`src/rtl/slot_index_allocator.sv`:
```
// Free/used bitmap owner for a packet buffer: grants one slot index per cycle
// (lowest-first or round-robin) and absorbs up to NUM_FREE_PORTS releases per cycle.
`timescale 1ns/1ps
module slot_index_allocator #(
  parameter int unsigned NUM_ENTRIES    = 8,
  parameter int unsigned NUM_FREE_PORTS = 2,
  parameter int unsigned ROUND_ROBIN    = 0,
  parameter int unsigned IDX_W          = $clog2(NUM_ENTRIES),
  parameter int unsigned CNT_W          = $clog2(NUM_ENTRIES + 1)
) (
  input  logic                              clk,
  input  logic                              rst_n,
  input  logic                              alloc_req,
  output logic                              alloc_ready,
  output logic [IDX_W-1:0]                  alloc_index,
  input  logic [NUM_FREE_PORTS-1:0]         free_valid,
  input  logic [NUM_FREE_PORTS*IDX_W-1:0]   free_index,
  output logic [NUM_ENTRIES-1:0]            free_bitmap,
  output logic [CNT_W-1:0]                  free_count,
  output logic                              double_free_err
);

  logic [NUM_ENTRIES-1:0] bitmap_q, bitmap_d;
  logic [CNT_W-1:0]       count_q, count_d;
  logic [IDX_W-1:0]       ptr_q, ptr_d;
  logic                   err_q, err_d;

  logic [IDX_W-1:0]       start;
  logic                   any_found, hi_found;
  logic [IDX_W-1:0]       low_idx, hi_idx;
  logic                   grant;
  logic [NUM_ENTRIES-1:0] gnt_vec;
  logic [NUM_ENTRIES-1:0] rel_set;
  logic [CNT_W-1:0]       rel_cnt;
  logic [IDX_W-1:0]       fidx;

  // Search from registered state only: first free at/after start, else lowest free.
  always_comb begin
    start     = (ROUND_ROBIN != 0) ? ptr_q : '0;
    any_found = 1'b0;
    hi_found  = 1'b0;
    low_idx   = '0;
    hi_idx    = '0;
    for (int unsigned i = 0; i < NUM_ENTRIES; i++) begin
      if (bitmap_q[i] && !any_found) begin
        any_found = 1'b1;
        low_idx   = IDX_W'(i);
      end
      if (bitmap_q[i] && !hi_found && (i >= 32'(start))) begin
        hi_found = 1'b1;
        hi_idx   = IDX_W'(i);
      end
    end
    alloc_ready = |bitmap_q;
    alloc_index = hi_found ? hi_idx : low_idx;
  end

  // Releases: only used, in-range, not-yet-claimed indices count; anything else is an error.
  always_comb begin
    rel_set = '0;
    err_d   = 1'b0;
    fidx    = '0;
    for (int unsigned p = 0; p < NUM_FREE_PORTS; p++) begin
      if (free_valid[p]) begin
        fidx = free_index[p*IDX_W +: IDX_W];
        if (32'(fidx) >= NUM_ENTRIES) begin
          err_d = 1'b1;
        end else if (bitmap_q[fidx] || rel_set[fidx]) begin
          err_d = 1'b1;
        end else begin
          rel_set[fidx] = 1'b1;
        end
      end
    end
    rel_cnt = '0;
    for (int unsigned i = 0; i < NUM_ENTRIES; i++) begin
      rel_cnt = rel_cnt + CNT_W'(rel_set[i]);
    end
  end

  // Next state; a granted bit is free in bitmap_q so it can never also be in rel_set.
  always_comb begin
    grant   = alloc_req && alloc_ready;
    gnt_vec = '0;
    if (grant) begin
      gnt_vec[alloc_index] = 1'b1;
    end
    bitmap_d = (bitmap_q & ~gnt_vec) | rel_set;
    count_d  = count_q - CNT_W'(grant) + rel_cnt;
    ptr_d    = ptr_q;
    if ((ROUND_ROBIN != 0) && grant) begin
      ptr_d = (32'(alloc_index) == NUM_ENTRIES - 1) ? '0 : alloc_index + IDX_W'(1);
    end
  end

  always_ff @(posedge clk or negedge rst_n) begin
    if (!rst_n) begin
      bitmap_q <= '1;
      count_q  <= CNT_W'(NUM_ENTRIES);
      ptr_q    <= '0;
      err_q    <= 1'b0;
    end else begin
      bitmap_q <= bitmap_d;
      count_q  <= count_d;
      ptr_q    <= ptr_d;
      err_q    <= err_d;
    end
  end

  assign free_bitmap     = bitmap_q;
  assign free_count      = count_q;
  assign double_free_err = err_q;

endmodule

```
`config.mk`:
```
export PLATFORM = sky130hd
export DESIGN_NAME = slot_index_allocator
export DESIGN_NICKNAME = d
export VERILOG_FILES = /design/src/rtl/slot_index_allocator.sv
export SDC_FILE = /design/constraint.sdc
export NUM_CORES = 1
export LEC_CHECK = 0
export ABC_AREA = 1
export CAP_MARGIN = 15
export CORE_ASPECT_RATIO = 0.8
export CORE_MARGIN = 2
export CORE_UTILIZATION = 30
export DETAILED_ROUTE_END_ITERATION = 8
export MAX_ROUTING_LAYER = met4
export SETUP_SLACK_MARGIN = 0.3
export SLEW_MARGIN = 30
export SYNTH_ARGS = -nofsm -noshare
export SYNTH_HDL_FRONTEND = slang
export SYNTH_SLANG_ARGS = --single-unit
export TNS_END_PERCENT = 30
```
`constraint.sdc`:
```
create_clock -name clk -period 4.4 [get_ports clk]
set_input_delay 0.88 -clock clk [delete_from_list [all_inputs] [get_ports clk]]
set_output_delay 0.88 -clock clk [all_outputs]
set_load 0.01 [all_outputs]
```
== After elaboration in Yosys (flattened, before gate mapping) ==
Memory sizes are Yosys's and may differ from the RTL's.
Index checks and enable logic that the tools add are counted.

* Register bits after elaboration: 13
* ROM bits: 8
* Input port bits: 11
* Output and inout port bits: 17
* Word-level logic and storage cells: 80
* Memories: 1

{| class="wikitable"
|+ Memories
! name !! depth !! width !! read ports !! clocked after Yosys merged registers in !! wr ports !! RTL line !! text
|-
| (no name shown) || 8 || 1 || 1 || 0 || 0 || 68 || <nowiki>end else if (bitmap_q[fidx] || rel_set[fidx]) begin</nowiki>
|}

* Add/subtract/negate cells: 9
* $lt $le $gt $ge: 6
* Multiplexer cells: 36
* Bitwise operators: 4
* Reduce and logical (&&, ||, !) cells: 21

{| class="wikitable"
|+ Operator list
! kind !! number
|-
| $mux 8 || 5
|-
| $mux 1 || 19
|-
| $add 4x1->4 || 4
|-
| $or 8x8->8 || 2
|-
| $lt 3x4->1 const B || 3
|-
| $mux 3 || 4
|-
| $logic_and 1x1->1 || 11
|-
| $bmux 1 s3 || 3
|-
| $demux 1 s3 || 3
|-
| $ge 3x1->1 const B || 3
|-
| $and 8x8->8 || 1
|-
| $not 8->8 || 1
|-
| $reduce_or 8->1 || 1
|-
| $logic_not 1->1 || 7
|-
| $add 3x1->4 || 1
|-
| $add 4x4->4 || 1
|-
| $mux 2 || 2
|-
| $sub 4x1->4 || 1
|-
| $add 2x1->3 || 1
|-
| $add 1x1->2 || 1
|-
| $logic_or 1x1->1 || 2
|}

== Longest topological paths before layout ==
Gate-level depths: netlist of the first run.

* Word-level depth: 30
* Mapped depth: 20
* Depth with buffers taken out: 20

== Worst setup path after synthesis of the first run ==
Ideal clock, no wire load.

* Path type: input to register
* Start point: input free_index[1]
* End point: register count_q[2], in the netlist free_count[2]
* Setup time: 0.123 ns
* Data arrival time: 4.124 ns
* Required time: 4.277 ns
* Setup slack: 0.154 ns
* Stages: 15
* Path buffers: 0
* Path through: inv_2 nor2_4 o21ai_0 o21ai_2 nor2_8 nand2_4 nand3_2 nand2_1 inv_1 fa_1 fa_1 fa_1 fa_1 fa_1 xnor2_1

* Longest elaborated chain between the ends: 19
* Elaborated cells on any way between the ends: 26
* Classes of those cells: add/sub (8); order compare (2); mux (11); bitwise (1); reduce/logical (3); memory (1)

{| class="wikitable"
|+ Ends and longest elaborated chain
! item !! RTL line !! text
|-
| from (decl) || 17 || <nowiki>input logic [NUM_FREE_PORTS*IDX_W-1:0] free_index,</nowiki>
|-
| $lt 3x4->1 (implied by the code) or $ge 3x1->1 (tied branches) || 71 || <nowiki>rel_set[fidx] = 1'b1;</nowiki>
|-
| $logic_and 1x1->1 (implied by the code) || 71 ||
|-
| $mux 1 (implied by the code) || 71 ||
|-
| $demux 1 s3 || 71 ||
|-
| $mux 8 (*) || 68 ||
|-
| $mux 8 (*) || 64 || <nowiki>if (free_valid[p]) begin</nowiki>
|-
| $bmux 1 s3 || 68 ||
|-
| $mux 1 (implied by the code) || 68 ||
|-
| [2 not listed] || -- ||
|-
| $mux 8 (*) || 64 ||
|-
| $add 1x1->2 || 77 || <nowiki>rel_cnt = rel_cnt + CNT_W'(rel_set[i]);</nowiki>
|-
| $add 2x1->3 || 77 ||
|-
| $add 3x1->4 || 77 ||
|-
| $add 4x1->4 (3 in a row) || 77 ||
|-
| $add 4x1->4 (*) || 77 ||
|-
| $add 4x4->4 (*) || 89 || <nowiki>count_d = count_q - CNT_W'(grant) + rel_cnt;</nowiki>
|-
| named net count_d[2] || 24 || <nowiki>logic [CNT_W-1:0] count_q, count_d;</nowiki>
|-
| to (signal assigned) || 99 || <nowiki>count_q <= CNT_W'(NUM_ENTRIES);</nowiki>
|-
| to (signal assigned) || 104 || <nowiki>count_q <= count_d;</nowiki>
|-
| to (decl) || 24 ||
|}

The timed path passes the listed nets; every way through them passes the cells marked *. The select of a mux whose other input is x is not followed.

== Worst setup path in the final report of the first run ==
* Start point: input free_index[4]
* End point: register count_q[1], in the netlist free_count[1]

* Longest elaborated chain between the ends: 15
* Elaborated cells on any way between the ends: 21
* Classes of those cells: add/sub (8); order compare (2); mux (8); bitwise (1); reduce/logical (2)

{| class="wikitable"
|+ Ends and longest elaborated chain
! item !! RTL line
|-
| $lt 3x4->1 (implied by the code) or $ge 3x1->1 (tied branches) || 71
|-
| $logic_and 1x1->1 (implied by the code) || 71
|-
| $mux 1 (implied by the code) || 71
|-
| $demux 1 s3 || 71
|-
| $or 8x8->8 (no source line) || --
|-
| $mux 8 (*) || 68
|-
| $mux 8 (*) || 64
|-
| $add 1x1->2 || 77
|-
| $add 2x1->3 || 77
|-
| $add 3x1->4 || 77
|-
| $add 4x1->4 (3 in a row) || 77
|-
| $add 4x1->4 (*) || 77
|-
| $add 4x4->4 (*) || 89
|-
| named net count_d[1] || 24
|}

Marked as above.

==> reports/qor.tcl, run 1 <==
set qor(status) {completed}
set qor(ys_warn_count) 0
set qor(drcViolationCount) 0
set qor(fill_cells) 434
set qor(synth_area_leader_cell) {sky130_fd_sc_hd__dfstp_2}
set qor(antenna_found_initial) 0
set qor(finalHoldViolations) 0
set qor(critical_path.cell_chain) {buf_4 > inv_1 > nand2_2 > a21oi_1 > nand2_1 > nand3_2 > nor2_4 > nand3_4 > nand2_2 > inv_2 > fa_1 > fa_1 > fa_1 > fa_2 > fa_2 > inv_1}
set qor(die-width_um) 79.3
set qor(grt_pass1_wl_mm) 6.26
set qor(grt_pass1_vias) 1349
set qor(drt_iter0_drc) 99
set qor(dp_slack_ns) -0.360
set qor(worstSetupPathDepth) 16
set qor(met1_length_mm) 1.89
set qor(dp.final_hpwl_mm) 2.99
set qor(crit_slowest_cell) {sky130_fd_sc_hd__fa_2}
set qor(drtAntennaViolNets) 0
set qor(average_via_count_per_standard_cell) 4.72
set qor(power.static_leakage_nw) 0.995
set qor(synth.top_cells.by_area) {sky130_fd_sc_hd__dfstp_2, sky130_fd_sc_hd__inv_1, sky130_fd_sc_hd__nand2_1}
set qor(floorplan.core_area_sq_um) 4280
set qor(drt_pre_antenna_iters) 4
set qor(crit_path_end_kind) {flop}
set qor(synth-main-ff-cell) {sky130_fd_sc_hd__dfstp_2}
set qor(layout-drive-gt1-share) 0.369
set qor(pwr_density_cell_nw_per_um2) 532
set qor(arrival_time_of_data_at_the_critical_path_endpoint_ns) 4.30
set qor(top_signal_layer_used) {met4}
set qor(report.final.slew_viol_count) 0
set qor(met2_layer_wire_length_in_the_routed_design_mm) 1.83
set qor(dpl.cell_count) 293
set qor(cts_inserted_buffers) 3
set qor(insertion_delay_ns) 0.25
set qor(fin_tns_setup_ns) 0
set qor(antenna_cells) 0
set qor(count_of_buffer_and_inverter_cells_on_the_critical_path) 4
set qor(whs_ns) 0.537
set qor(fin_util) 0.489
set qor(period_share) 0.943
set qor(ys_ff_latch) 13
set qor(synth.top_cell.area_share) 0.174
set qor(cp_common_cell) {sky130_fd_sc_hd__fa_1}
set qor(maxCapViolations) 0
set qor(clkSlewWorstSetupHoldPaths_ns) 0.06
set qor(tightestPinTransition_ns) 0.610
set qor(port_buffers) 27
set qor(timing.fmax_ghz) 0.241
set qor(cts.sinks) 13
set qor(finish.net_count) 273
set qor(post_detailed_placement_cell_area_sq_um) 1860
set qor(critical_path.top_delay_family) {adder cells}
set qor(r2r_end) {free_count[1]}
set qor(rrSetupSlack_ns) 0.48
set qor(critPathKind) {primary input to flop}
set qor(syn_inst) 188
set qor(final_cell_area_sq_um) 2100
set qor(maximum_count_of_clock_buffers_along_a_single_path) 2
set qor(num_rows) 21
set qor(worstSetupStartpointType) {primary input}
set qor(critPathCapture) {free_count[1]}
set qor(cts_tree) {yes}
set qor(cp_max_fo) 4
set qor(synthesis.area_sq_um) 1360
set qor(die_h_um) 64.2
set qor(final.min_clock_period_ns) 4.15
set qor(layout_setup_ws_ns) 0.250
set qor(total_power_mw) 1.11
set qor(wl_per_cell_um) 12.9
set qor(hold_class) {flop to flop}
set qor(post_synth.cell_area_avg_sq_um) 7.23
set qor(synth.cells.most_frequent) {sky130_fd_sc_hd__inv_1, sky130_fd_sc_hd__nand2_1, sky130_fd_sc_hd__nor2_1}
set qor(synth_cell_types) 29
set qor(synth_edf_count) 0
set qor(synthesis.nets) 211
set qor(synth-seq-area-share) 0.247
set qor(worst_reg2reg_path_startpoint) {free_bitmap[5]}
set qor(finalSetupViolations) 0
set qor(detailroute.wirelength.met3_um) 177
set qor(grt-ovfl-total) 0
set qor(ctsHtreeMaxLevel) 1
set qor(root_buffer) {sky130_fd_sc_hd__clkbuf_8}
set qor(finClkSkew_ns) 0.00809
set qor(fp.dieArea_sq_um) 5090
set qor(wl_mm) 3.94
set qor(syn2layout_area_growth_pct) 54.1
set qor(r2r_cells) 15
set qor(slowest_delay_ns) 0.57
set qor(setup_repair_after_global_routing_missed_its_margin) {yes}
set qor(fin_cells) 306
set qor(top_level_port_count) 28
set qor(worst_setup_path_startpoint) {free_index[4]}
set qor(gr-usage-all-layers) 0.161
set qor(worst-endpoint-required_ns) 4.55
set qor(peakVddDrop_mv) 0.253
set qor(via_count) 1444
set qor(grt_max_degree) 14
set qor(normalized_max_slew_margin) 0.592
set qor(synth-async-reset-ratio) 1.00
set qor(floorplan.initialDensity) 0.318
set qor(routabilityCongestion) 0.894
set qor(cts_hold_repair_buffers) 0
## worst min path at each step
stage	from	endpoint	slack [ns]	depth (start not counted)
finish	free_bitmap[5]	free_bitmap[5]	0.54	2
global route	free_bitmap[5]	free_bitmap[5]	0.60	2
CTS	free_bitmap[5]	free_bitmap[5]	0.55	2
detailed placement	free_bitmap[5]	free_bitmap[5]	0.54	2
global placement	free_bitmap[5]	free_bitmap[5]	0.56	2
floorplan	free_bitmap[5]	free_bitmap[5]	0.53	2
## area by class of cell
| type | count | area (sq um) | area share |
|---|---|---|---|
| Multi-Input combinational cell | 137 | 997 | 0.476 |
| Inverter | 38 | 148 | 0.0704 |
| Clock buffer | 4 | 45.0 | 0.0215 |
| Timing Repair Buffer | 57 | 498 | 0.238 |
| Tap cell | 57 | 71.3 | 0.0340 |
| Sequential cell | 13 | 337 | 0.161 |
## worst register-to-register path: cells and delay by family, from the launching register on
kind	cells	cell delay, ns
buffers and inverters	3	0.20
and+or+nand+nor	6	0.59
AOI/OAI and AO/OA	1	0.10
DFF	1	0.56
adders and majority gates	5	2.40
## flip-flops by register name, summed over array words and instances, names as in the netlist
name and flops:
double_free_err 1, free_bitmap 8, free_count 4
## where the power goes
part | leakage [nW] | internal (mW) | switching, mW
logic | 0.830 | 0.370 | 0.358
clock network | 0.0228 | 0.0640 | 0.0437
registers | 0.142 | 0.209 | 0.0692
## repair_timing
| action | in CTS | in global routing |
|---|---|---|
| resized for setup | 16 | 56 |
| endpoints found under the setup margin | 4 | 4 |
| pin swaps | 7 | 23 |
| buffers inserted | 3 | 6 |
| hold endpoints to repair | 0 | 0 |
| gates cloned | 0 | 0 |
## cell families after synthesis
| kind of cell | count (synthesis) | synth area share |
|---|---|---|
| adder cells (fa/ha/maj) | 12 | 0.144 |
| XOR/XNOR | 5 | 0.0322 |
| AO/OA/AOI/OAI | 27 | 0.121 |
| AND/OR/NAND/NOR | 93 | 0.351 |
| buffers and inverters | 38 | 0.105 |
| flip-flops | 13 | 0.247 |
## per-layer routing
metal	track usage	vias up
met1	0.229	670
li1	-	724
met4	0.0388	0
met2	0.246	44
met5	-	-
met3	0.0169	6
## placed cells by master (no fill, tap or decap), types with 2 or more instances in the layout
cell type and count:
sky130_fd_sc_hd__xnor2_1 4, sky130_fd_sc_hd__buf_4 31, sky130_fd_sc_hd__a21oi_1 5, sky130_fd_sc_hd__nand2_4 3, sky130_fd_sc_hd__nand2_1 26, sky130_fd_sc_hd__dfrtp_1 4, sky130_fd_sc_hd__inv_2 5, sky130_fd_sc_hd__nand3_1 16
sky130_fd_sc_hd__ha_1 6, sky130_fd_sc_hd__inv_1 31, sky130_fd_sc_hd__nor2_2 4, sky130_fd_sc_hd__fa_2 2, sky130_fd_sc_hd__nor2_4 5, sky130_fd_sc_hd__clkdlybuf4s50_1 20, sky130_fd_sc_hd__o211ai_1 3, sky130_fd_sc_hd__nand3_4 3
sky130_fd_sc_hd__nor2_1 16, sky130_fd_sc_hd__clkbuf_8 3, sky130_fd_sc_hd__dfstp_2 9, sky130_fd_sc_hd__inv_4 2, sky130_fd_sc_hd__clkbuf_2 2, sky130_fd_sc_hd__o21ai_1 3, sky130_fd_sc_hd__o21ai_0 9, sky130_fd_sc_hd__nand2_2 8
sky130_fd_sc_hd__nand3_2 8, sky130_fd_sc_hd__buf_6 2, sky130_fd_sc_hd__nand3b_1 2, sky130_fd_sc_hd__fa_1 4
Power figures use the tool's default switching activity.
==> run 2, diff against run 1 <==
--- a/config.mk
+++ b/config.mk
@@ -5,7 +5,6 @@
 export SDC_FILE = /design/constraint.sdc
 export NUM_CORES = 1
 export LEC_CHECK = 0
-export ABC_AREA = 1
 export CAP_MARGIN = 15
 export CORE_ASPECT_RATIO = 0.8
 export CORE_MARGIN = 2
==> run 2 against run 1 <==
Effect of this change: the run now ends with setup timing left; global-route usage rose by 0.51 points; synthesized cell count down 27%; synthesized area fell by 6.9%; core utilization is 2.9 points lower; clock power is essentially flat; largest power group unchanged.
==> reports/qor.tcl, run 2 <==
set qor(ctsHtreeMaxLevel) 1
set qor(worst-endpoint-required_ns) 4.54
set qor(synth-seq-area-share) 0.266
set qor(cp_max_fo) 4
set qor(met2_layer_wire_length_in_the_routed_design_mm) 1.68
set qor(failed_checks) {setup timing}
set qor(crit_path_end_kind) {flop}
set qor(port_buffers) 27
set qor(layout.cells.most_common_list) {sky130_fd_sc_hd__buf_4, sky130_fd_sc_hd__clkdlybuf4s50_1, sky130_fd_sc_hd__inv_1, sky130_fd_sc_hd__nand2_1, sky130_fd_sc_hd__dfstp_2}
set qor(power.static_leakage_nw) 0.854
set qor(detailroute.wirelength.met3_um) 166
set qor(average_via_count_per_standard_cell) 4.91
set qor(gr-usage-all-layers) 0.166
set qor(synth_area_leader_cell) {sky130_fd_sc_hd__dfstp_2}
set qor(timing.fmax_ghz) 0.226
set qor(largest_register_ffs) 8
set qor(num_rows) 21
set qor(maxCapViolations) 0
set qor(layout_setup_ws_ns) -0.0306
set qor(post_synth.cell_area_avg_sq_um) 9.18
set qor(floorplan.core_area_sq_um) 4130
set qor(die-width_um) 76.6
set qor(r2r_cells) 11
set qor(setup_repair_after_global_routing_missed_its_margin) {yes}
set qor(hold_depth) 2
set qor(insertion_delay_ns) 0.24
set qor(synthesis.area_sq_um) 1270
set qor(ys_warn_count) 0
set qor(antenna_cells) 0
set qor(cts_tree) {yes}
set qor(synth.top_cell.area_share) 0.187
set qor(synth.top_cells.by_area) {sky130_fd_sc_hd__dfstp_2, sky130_fd_sc_hd__fa_1, sky130_fd_sc_hd__dfrtp_1}
set qor(root_buffer) {sky130_fd_sc_hd__clkbuf_8}
set qor(antenna_found_initial) 0
set qor(grt_pass1_wl_mm) 6.15
set qor(layout-drive-gt1-share) 0.323
set qor(syn_inst) 138
set qor(floorplan.initialDensity) 0.307
set qor(pwr_density_cell_nw_per_um2) 586
set qor(post_detailed_placement_cell_area_sq_um) 1800
set qor(grt_pass1_vias) 1238
set qor(status) {finished with violations}
set qor(normalized_max_slew_margin) 0.587
set qor(top_level_port_count) 28
set qor(drt_iter0_drc) 105
set qor(ys_ff_latch) 13
set qor(synth-async-reset-ratio) 1.00
set qor(top_signal_layer_used) {met4}
set qor(synth.cells.most_frequent) {sky130_fd_sc_hd__inv_1, sky130_fd_sc_hd__nand2_1, sky130_fd_sc_hd__dfstp_2}
set qor(finish.net_count) 216
set qor(period_share) 1.01
set qor(wl_mm) 3.58
set qor(critPathKind) {primary input to flop}
set qor(routabilityCongestion) 0.897
set qor(final.min_clock_period_ns) 4.43
set qor(final_common_cell) {sky130_fd_sc_hd__buf_4}
set qor(report.final.slew_viol_count) 0
set qor(grt-ovfl-total) 0
set qor(finalHoldViolations) 0
set qor(clkSlewWorstSetupHoldPaths_ns) 0.05
set qor(maximum_count_of_clock_buffers_along_a_single_path) 2
set qor(tightestPinTransition_ns) 0.618
set qor(hold_class) {flop to flop}
set qor(synthesis.nets) 161
set qor(cts_inserted_buffers) 3
set qor(finalSetupViolations) 1
set qor(fp.dieArea_sq_um) 4760
set qor(drtAntennaViolNets) 0
set qor(grt_max_degree) 14
set qor(die_h_um) 62.1
set qor(synth_most_common_cell) {sky130_fd_sc_hd__inv_1}
set qor(synth_edf_count) 0
set qor(synth_cell_types) 44
set qor(synth-main-ff-cell) {sky130_fd_sc_hd__dfstp_2}
set qor(fin_util) 0.460
set qor(drt_pre_antenna_iters) 4
set qor(met1_length_mm) 1.70
set qor(arrival_time_of_data_at_the_critical_path_endpoint_ns) 4.57
set qor(dp_slack_ns) -0.612
set qor(finClkSkew_ns) 0.000554
set qor(worstSetupStartpointType) {primary input}
set qor(cts.sinks) 13
set qor(via_count) 1222
set qor(final_cell_area_sq_um) 1900
set qor(dp.final_hpwl_mm) 2.84
set qor(drcViolationCount) 0
set qor(peakVddDrop_mv) 0.200
set qor(wl_per_cell_um) 14.4
set qor(syn2layout_area_growth_pct) 49.9
-- run 2: cell types whose count changed after synthesis, moves of 6 or more --
cell / delta
sky130_fd_sc_hd__inv_1: -18
sky130_fd_sc_hd__nand2_1: -20
sky130_fd_sc_hd__nor2_1: -14
sky130_fd_sc_hd__o21ai_0: -6
sky130_fd_sc_hd__nand3_2: -7
sky130_fd_sc_hd__nand3_1: -18
-- run 2: logic make-up (layout without fill, tap and decap cells) --
| logic type | after synthesis | after routing | share of synthesized area |
|---|---|---|---|
| AND/OR/NAND/NOR | 42 | 42 | 0.181 |
| XOR/XNOR | 8 | 8 | 0.0553 |
| multiplexers | 8 | 8 | 0.0721 |
| adder cells (fa/ha/maj) | 12 | 12 | 0.154 |
| buffers and inverters | 21 | 75 | 0.0682 |
| AO/OA/AOI/OAI | 34 | 34 | 0.204 |
| flip-flops | 13 | 13 | 0.266 |
-- run 2: final cells by class --
cell class	count	area [sq um]
Fill cell	393	2230
Timing Repair Buffer	54	475
Multi-Input combinational cell	104	906
Clock buffer	4	45.0
Tap cell	57	71.3
Inverter	17	63.8
Sequential cell	13	337
-- run 2: worst paths after layout --
check	startpoint	endpoint	slack, ns
max	free_index[0]	free_count[1]	-0.03
min	free_bitmap[1]	free_bitmap[1]	0.54
max reg2reg	free_bitmap[0]	free_count[1]	0.28
min reg2reg	free_bitmap[1]	free_bitmap[1]	0.54
max in group asynchronous	rst_n	free_count[2]	2.98
min in group asynchronous	rst_n	double_free_err	1.03
-- run 2: what timing repair did --
item | 4_1_cts | 5_1_grt
setup buffers | 0 | 1
endpoints found under the setup margin | 4 | 4
pin swaps | 2 | 14
resized for setup | 10 | 18
hold buffers | 0 | 0
-- run 2: metrics by stage --
step	instances	setup TNS, ns	hold slack [ns]	total power [mW]
after global routing	249	-0.220	0.581	1.21
after CTS	248	0	0.548	1.10
after floorplan	138	0	0.498	0.675
after detailed placement	244	-1.93	0.538	0.985
after global placement	244	-1.67	0.525	0.957
final	249	-0.0306	0.543	1.11
-- run 2: metal layers --
metal,global-route usage,vias up
li1,-,597
met1,0.229,585
met2,0.261,36
met3,0.0349,4
met4,0.0182,0
met5,-,-
-- run 2: critical path, stage by stage --
cell and delay [ns]:
sky130_fd_sc_hd__buf_8 0.10, sky130_fd_sc_hd__mux2_4 0.31, sky130_fd_sc_hd__a221oi_4 0.36, sky130_fd_sc_hd__nand3_2 0.15, sky130_fd_sc_hd__and2_4 0.17, sky130_fd_sc_hd__a21oi_4 0.12, sky130_fd_sc_hd__fa_1 0.45, sky130_fd_sc_hd__fa_1 0.57
sky130_fd_sc_hd__fa_1 0.45, sky130_fd_sc_hd__fa_2 0.43, sky130_fd_sc_hd__fa_2 0.55, sky130_fd_sc_hd__inv_2 0.03
-- run 2: report_power, final --
part	internal, mW	switching, mW
clock network	0.0639	0.0417
registers	0.207	0.0906
logic	0.376	0.331
total	0.648	0.464
==> run 3, diff against run 2 <==
--- a/config.mk
+++ b/config.mk
@@ -5,6 +5,7 @@
 export SDC_FILE = /design/constraint.sdc
 export NUM_CORES = 1
 export LEC_CHECK = 0
+export ABC_AREA = 1
 export CAP_MARGIN = 15
 export CORE_ASPECT_RATIO = 0.8
 export CORE_MARGIN = 2
@@ -12,6 +13,7 @@
 export DETAILED_ROUTE_END_ITERATION = 8
 export MAX_ROUTING_LAYER = met4
 export SETUP_SLACK_MARGIN = 0.3
+export SKIP_CTS_REPAIR_TIMING = 1
 export SLEW_MARGIN = 30
 export SYNTH_ARGS = -nofsm -noshare
 export SYNTH_HDL_FRONTEND = slang
==> run 3 against run 2 <==
Effect of this change: the flow now finishes without violations; sequential power fell by 6%; register-to-register slack better by 0.17 ns; non-clock buffer count fell by 1; global-route usage down 0.72 points; combinational power grew 2%; final cell count rose by 21%; setup slack better by 0.28 ns; first-iteration DRC count down 12%; core utilization increased by 2.3 points; critical endpoint unchanged.
==> reports/qor.tcl, run 3 (synthesis results as in run 1) <==
set qor(floorplan.core_area_sq_um) 4280
set qor(root_buffer) {sky130_fd_sc_hd__clkbuf_8}
set qor(whs_ns) 0.538
set qor(layout.cells.most_common_list) {sky130_fd_sc_hd__inv_1, sky130_fd_sc_hd__buf_4, sky130_fd_sc_hd__nand2_1, sky130_fd_sc_hd__clkdlybuf4s50_1, sky130_fd_sc_hd__nand3_1}
set qor(average_via_count_per_standard_cell) 4.80
set qor(antenna_cells) 0
set qor(finalSetupViolations) 0
set qor(grt_pass1_vias) 1317
set qor(pwr_density_cell_nw_per_um2) 536
set qor(period_share) 0.944
set qor(cp_max_fo) 4
set qor(syn2layout_area_growth_pct) 52.1
set qor(hold_class) {flop to flop}
set qor(antenna_found_initial) 0
set qor(fin_util) 0.483
set qor(multiInputGateArea_sq_um) 992
set qor(grt_pass1_wl_mm) 6.13
set qor(critPathKind) {primary input to flop}
set qor(worst-endpoint-required_ns) 4.55
set qor(cts_tree) {yes}
set qor(insertion_delay_ns) 0.25
set qor(peakVddDrop_mv) 0.254
set qor(ctsHtreeMaxLevel) 1
set qor(final.min_clock_period_ns) 4.15
set qor(cts_inserted_buffers) 3
set qor(maxCapViolations) 0
set qor(port_buffers) 27
set qor(drcViolationCount) 0
set qor(fin_tns_setup_ns) 0
set qor(report.final.slew_viol_count) 0
set qor(floorplan.initialDensity) 0.318
set qor(fp.dieArea_sq_um) 5090
set qor(detailroute.wirelength.met3_um) 226
set qor(total_power_mw) 1.11
set qor(grt_max_degree) 14
set qor(met1_length_mm) 1.76
set qor(arrival_time_of_data_at_the_critical_path_endpoint_ns) 4.30
set qor(top_signal_layer_used) {met4}
set qor(status) {completed}
set qor(timing.fmax_ghz) 0.241
set qor(fill_cells) 431
set qor(layout-drive-gt1-share) 0.371
set qor(worstSetupStartpointType) {primary input}
set qor(normalized_max_slew_margin) 0.616
set qor(finClkSkew_ns) 0.00731
set qor(clkSlewWorstSetupHoldPaths_ns) 0.06
set qor(drt_iter0_drc) 92
set qor(dp.final_hpwl_mm) 2.99
set qor(top_level_port_count) 28
set qor(cts.sinks) 13
set qor(num_rows) 21
set qor(wl_per_cell_um) 12.5
set qor(routabilityCongestion) 0.894
set qor(finish.net_count) 269
set qor(wl_mm) 3.78
set qor(die-width_um) 79.3
set qor(largest_register_ffs) 8
set qor(final_common_cell) {sky130_fd_sc_hd__inv_1}
set qor(crit_path_end_kind) {flop}
set qor(dp_slack_ns) -0.360
set qor(grt-ovfl-total) 0
set qor(die_h_um) 64.2
set qor(gr-usage-all-layers) 0.159
set qor(maximum_count_of_clock_buffers_along_a_single_path) 2
set qor(ff_latch_area_sq_um) 337
set qor(layout_setup_ws_ns) 0.248
set qor(via_count) 1451
set qor(met2_layer_wire_length_in_the_routed_design_mm) 1.74
set qor(finalHoldViolations) 0
set qor(tightestPinTransition_ns) 0.575
set qor(drtAntennaViolNets) 0
set qor(power.static_leakage_nw) 0.980
set qor(setup_repair_after_global_routing_missed_its_margin) {yes}
set qor(drt_pre_antenna_iters) 4
[run 3: cell types whose count changed in the layout (fill, tap and decap cells not counted), moves of 5 or more]
cell | previous run | this run
sky130_fd_sc_hd__inv_1 | 15 | 29
sky130_fd_sc_hd__mux2i_1 | 5 | 0
sky130_fd_sc_hd__nand2_1 | 15 | 26
sky130_fd_sc_hd__nand2_2 | 0 | 8
sky130_fd_sc_hd__nand3_1 | 1 | 16
sky130_fd_sc_hd__nand3_2 | 1 | 9
sky130_fd_sc_hd__nor2_1 | 6 | 15
sky130_fd_sc_hd__nor2_4 | 0 | 5
[run 3: critical path, stage by stage]
cell,delay [ns]
sky130_fd_sc_hd__buf_12,0.11
sky130_fd_sc_hd__inv_6,0.05
sky130_fd_sc_hd__nor2_4,0.04
sky130_fd_sc_hd__buf_4,0.13
sky130_fd_sc_hd__nand2_2,0.04
sky130_fd_sc_hd__o21ai_1,0.05
sky130_fd_sc_hd__nor2_1,0.15
sky130_fd_sc_hd__nor2_2,0.07
sky130_fd_sc_hd__nand2_4,0.09
sky130_fd_sc_hd__nand3_4,0.07
sky130_fd_sc_hd__nand2_2,0.08
sky130_fd_sc_hd__inv_2,0.04
sky130_fd_sc_hd__fa_1,0.55
sky130_fd_sc_hd__fa_1,0.44
sky130_fd_sc_hd__fa_1,0.50
sky130_fd_sc_hd__fa_2,0.40
sky130_fd_sc_hd__fa_2,0.57
sky130_fd_sc_hd__inv_1,0.04
[run 3: layout make-up]
class                           count  area share
Clock buffer                        4      0.0218
Multi-Input combinational cell    137       0.480
Tap cell                           57      0.0345
Timing Repair Buffer               53       0.227
Inverter                           38      0.0738
Sequential cell                    13       0.163
[run 3: stage by stage]
step / cell area [sq um] / cells
after CTS: 1910 / 297
after detailed placement: 1860 / 293
after global routing: 2070 / 302
final: 2070 / 302
after floorplan: 1360 / 188
after global placement: 1860 / 293
[run 3: per-layer routing]
layer	track usage	vias to the layer above
li1	-	720
met1	0.228	683
met2	0.239	41
met3	0.0169	7
met4	0.0388	0
met5	-	-
[run 3: final timing paths]
check | start | to | slack (ns) | depth (start not counted)
worst max-delay path | free_index[1] | free_count[1] | 0.25 | 18
worst min-delay path | free_bitmap[5] | free_bitmap[5] | 0.54 | 2
worst max register to register | free_bitmap[5] | free_count[1] | 0.45 | 15
worst min register to register | free_bitmap[5] | free_bitmap[5] | 0.54 | 2
max in group asynchronous | rst_n | free_bitmap[0] | 3.02 | 1
min in group asynchronous | rst_n | free_count[1] | 1.00 | 1
[run 3: power breakdown]
| group | switching (mW) | total, mW | internal, mW |
|---|---|---|---|
| combinational | 0.355 | 0.722 | 0.367 |
| sequential | 0.0695 | 0.279 | 0.209 |
| clock | 0.0436 | 0.108 | 0.0640 |
==> patch 1, RTL diff (settings of run 3) <==
Reset style: synchronous (`rst_n`), changed in one clocked block.
--- a/src/rtl/slot_index_allocator.sv
+++ b/src/rtl/slot_index_allocator.sv
@@ -95,3 +95,3 @@
 
-  always_ff @(posedge clk or negedge rst_n) begin
+  always_ff @(posedge clk) begin
     if (!rst_n) begin
Behaviour: differs if rst_n is asserted again (counterexample within 4 cycles, from zero or initial values and one cycle with rst_n low); with rst_n held inactive, the same outputs for 10 cycles.
==> patch 1 against run 3 <==
Design area rose by 1.6%; clock skew fell by 2.3 ps; worst setup slack got worse by 94 ps; synthesized area fell by 2.7%; routed wire length rose by 3.9%; sequential cell count did not move.
Power is not compared: it rests on default switching activity, and its combinational part moved more than twofold at a synthesized area within 25%.
==> patch 1: results <==
[global_route]
grt_pass1_wl_um = 6470
antenna_found_initial = 0
track_usage_pct = 17.2
grt_max_degree = 12
grt_pass1_vias = 1395

[route]
wl_per_cell_um = 11.4
routed.top_layer = "met4"
drt_first_pass_iters = 4
drtIter0Drc = 78
route.detailed.drc = 0
routed-wl-met3_um = 168
wirelength_met1_um = 2090
wl_met2_um = 1640
vias = 1489

[yosys]
synth_xor_area_share_pct = 3.31
synth_fa_ha_area_share_pct = 14.7
synth_flop_cell = "dfxtp_1"
yosys-top-cells-area = "dfxtp_1 20%, nand2_1 20%, inv_1 11%"
syn_nets = 247
synth_compound_area_share_pct = 8.03
synth_mux_area_share_pct = 0
postSynth.asyncResetShare_pct = 0
yosys-top-cells-count = "69 x nand2_1, 40 x inv_1, 30 x nor2_1"
synth_cell_types = 25
seq_area_frac_synth_pct = 19.7
ys.warnings.count = 0

[clock_network]
cts-root-buf = "clkbuf_8"
path_clk_slew_ps = 60
htreeDepth = 1
clock_latency_ps = 250
cts_buffers = 3
cts_buffer_depth = 2

[final_layout]
fin_nets = 312
drive_above_1_share_pct = 30.2
fillers = 444
largest_register_ffs = 8
n_antenna_cell = 0

[critical_path]
crit_arrival_ps = 4380
crit_fanout = 5

[run_status]
status = "finished clean"

[placement]
dpl_cell_area_um2 = 1900
hpwl_um = 3060
gp_congestion = 0.888
place.port_buffers = 27

[timing]
finClkSkew_ps = 5.04
worst_slew_pin_slew_ps = 386

[hold_path]
hold_path.class = "reg -> reg"

[power]
ir_drop_uv = 119
power.density_nw_per_um2 = 286
p_leak_nw = 1.08
[patch 1: area by class of cell]
type,count,area share (%)
multi-input cells,162,46.5
repair buffers,62,26.2
flip-flops and latches,13,12.4
inverters,47,9.35
well taps,57,3.39
clock buffers,4,2.14
[patch 1: worst paths after layout]
check,start,to,slack [ps],cells past startpoint
setup reg to reg,free_bitmap[2]$_SDFF_PN1_,free_count[1]$_SDFF_PN0_,470,17
hold / removal,free_bitmap[0]$_SDFF_PN1_,free_bitmap[0]$_SDFF_PN1_,560,2
setup / recovery,free_index[5],free_count[1]$_SDFF_PN0_,150,17
hold reg to reg,free_bitmap[0]$_SDFF_PN1_,free_bitmap[0]$_SDFF_PN1_,560,2
[patch 1: power by group]
| group | switching (mW) | internal, mW |
|---|---|---|
| registers | 0.0150 | 0.137 |
| logic | 0.162 | 0.174 |
| clock network | 0.0480 | 0.0642 |
| total | 0.225 | 0.376 |
[patch 1: through the flow]
step	cells	setup WS (ps)	power, mW	TNS (ps)
2_1_floorplan	224	265	0.354	0
3_3_place_gp	336	-475	0.466	-1360
3_5_place_dp	336	-522	0.469	-1530
4_1_cts	340	-277	0.581	-622
5_1_grt	345	17.9	0.652	0
6_report	345	154	0.600	0
[patch 1: routing by layer]
layer	vias up	GRT usage [%]
met5	-	-
li1	808	-
met4	0	3.29
met3	2	3.87
met2	37	25.0
met1	642	24.6
[patch 1: worst max-delay path, cell delays in order]
cell and delay (ps):
buf_12 100, nor2_4 50, buf_4 120, o211ai_1 80, nand2_1 120, nor2_2 160, nand2_2 100, inv_4 100
nand2_4 50, nand2_2 70, inv_2 40, fa_1 550, fa_1 440, fa_1 500, fa_2 400, fa_2 580
nor2_2 40
==> patch 2, RTL diff (flow settings as in run 3) <==
Without the edit above. `NUM_FREE_PORTS`: 2 -> 1.
--- a/src/rtl/slot_index_allocator.sv
+++ b/src/rtl/slot_index_allocator.sv
@@ -5,3 +5,3 @@
   parameter int unsigned NUM_ENTRIES    = 8,
-  parameter int unsigned NUM_FREE_PORTS = 2,
+  parameter int unsigned NUM_FREE_PORTS = 1,
   parameter int unsigned ROUND_ROBIN    = 0,
Interface: changed (resized free_index and free_valid); port bits go from 28 to 24. The function was not compared with the original's and may differ.
==> patch 2 against run 3 <==
Utilization decreased by 1.2 points; clock skew is 4.3 ps lower; worst setup slack better by 49 ps; routed wire length is 29% lower; maximum frequency up 1.2%; sequential cell count did not move; first-iteration DRC count is 60% lower; worst hold slack got worse by 23 ps; register-to-register slack improved by 80 ps; synthesized area fell by 23%; die area is 22% lower; design area fell by 23%; critical path depth shrank 3; power is 8.0% lower; largest power group unchanged.
==> patch 2: results <==
[global_route]
grt_use_met1_pct = 20.8
track_usage_pct = 14.4
grt_pass1_vias = 911
grt_pass1_wl_um = 4290
grt_use_met3_pct = 2.51
use_met2_pct = 19.5

[yosys]
yosys-top-cells-count = "23 x inv_1, 19 x nor2_1, 13 x nand2_1"
yosys-top-cells-area = "dfstp_2 23%, fa_1 11%, dfrtp_1 9.6%"
synth_cell_types = 28
syn_nets = 144

[run_status]
status = "finished clean"

[final_layout]
buffer_area_share_pct = 23.2
fin_nets = 189
inv_count = 25
multi_input_area_um2 = 691
drive_above_1_share_pct = 36.1
nNonClkBuffers = 40
fillers = 335
clockBufferCount = 3

[power]
ir_drop_uv = 261
p_sw_mw = 0.429
p_leak_nw = 0.734

[timing]
worst_slew_pin_slew_ps = 573
setup_violations = 0
finClkSkew_ps = 2.97

[placement]
place.port_buffers = 23
hpwl_um = 2080
gp_congestion = 0.839

[critical_path]
r2r_end = "free_count[2]$_DFF_PN0_"
timing.rr.start = "free_bitmap[5]$_DFF_PN1_"
crit_fanout = 7
r2r_setup_slack_ps = 530
slowest_stage = "fa_1"

[clock_network]
clkSinkCount = 13
cts-root-buf = "clkbuf_8"

[hold_path]
hold-path-endpoint = "free_bitmap[3]$_DFF_PN1_"
hold_path.startpoint = "free_bitmap[3]$_DFF_PN1_"

[route]
drtIter0Drc = 37
wl_met2_um = 1210
vias_per_cell = 4.68
wirelength_met1_um = 1310
wl_per_cell_um = 12.6
routed-wl-met3_um = 100
[patch 2: changes by cell type after synthesis, moves of 2 or more]
cell / change
o211ai_1: -2
nand2_1: -22
nor2_4: -2
a21oi_1: -3
nor2_1: -3
o21ai_2: +2
nand3_1: -12
o21ai_0: -4
nand2_2: +2
inv_1: -12
nand3_2: -7
[patch 2: kinds of logic after synthesis]
family	after synthesis	synth area share, %
xor+xnor	5	4.19
fa+ha+maj	12	18.7
compound gates	22	13.9
buf+inv	25	8.98
simple gates	48	22.0
flops	13	32.2
[patch 2: stage by stage]
step                      TNS (ps)  setup slack [ps]  std cells  area, um2  hold WS (ps)
after floorplan                  0               311        125       1060           502
after global placement        -684              -326        202       1440           508
after detailed placement      -954              -423        202       1440           502
after CTS                     -290              -168        206       1480           513
after global routing             0               206        211       1590           535
final                            0               297        211       1590           515
[patch 2: power groups by stage]
stage | clock (mW) | combinational [mW] | sequential [mW]
after floorplan | 0 | 0.347 | 0.276
after global placement | 0 | 0.607 | 0.264
after detailed placement | 0 | 0.628 | 0.263
after CTS | 0.111 | 0.628 | 0.262
after global routing | 0.119 | 0.726 | 0.273
final | 0.108 | 0.651 | 0.261
[patch 2: worst max-delay path by stage]
| stage | startpoint | to | depth (start not counted) |
|---|---|---|---|
| floorplan | free_index[1] | free_count[2]$_DFF_PN0_ | 15 |
| global placement | free_index[1] | free_count[2]$_DFF_PN0_ | 16 |
| detailed placement | free_index[1] | free_count[2]$_DFF_PN0_ | 16 |
| CTS | free_index[1] | free_count[2]$_DFF_PN0_ | 16 |
| global route | free_index[0] | free_count[2]$_DFF_PN0_ | 15 |
| finish | free_index[0] | free_count[2]$_DFF_PN0_ | 15 |
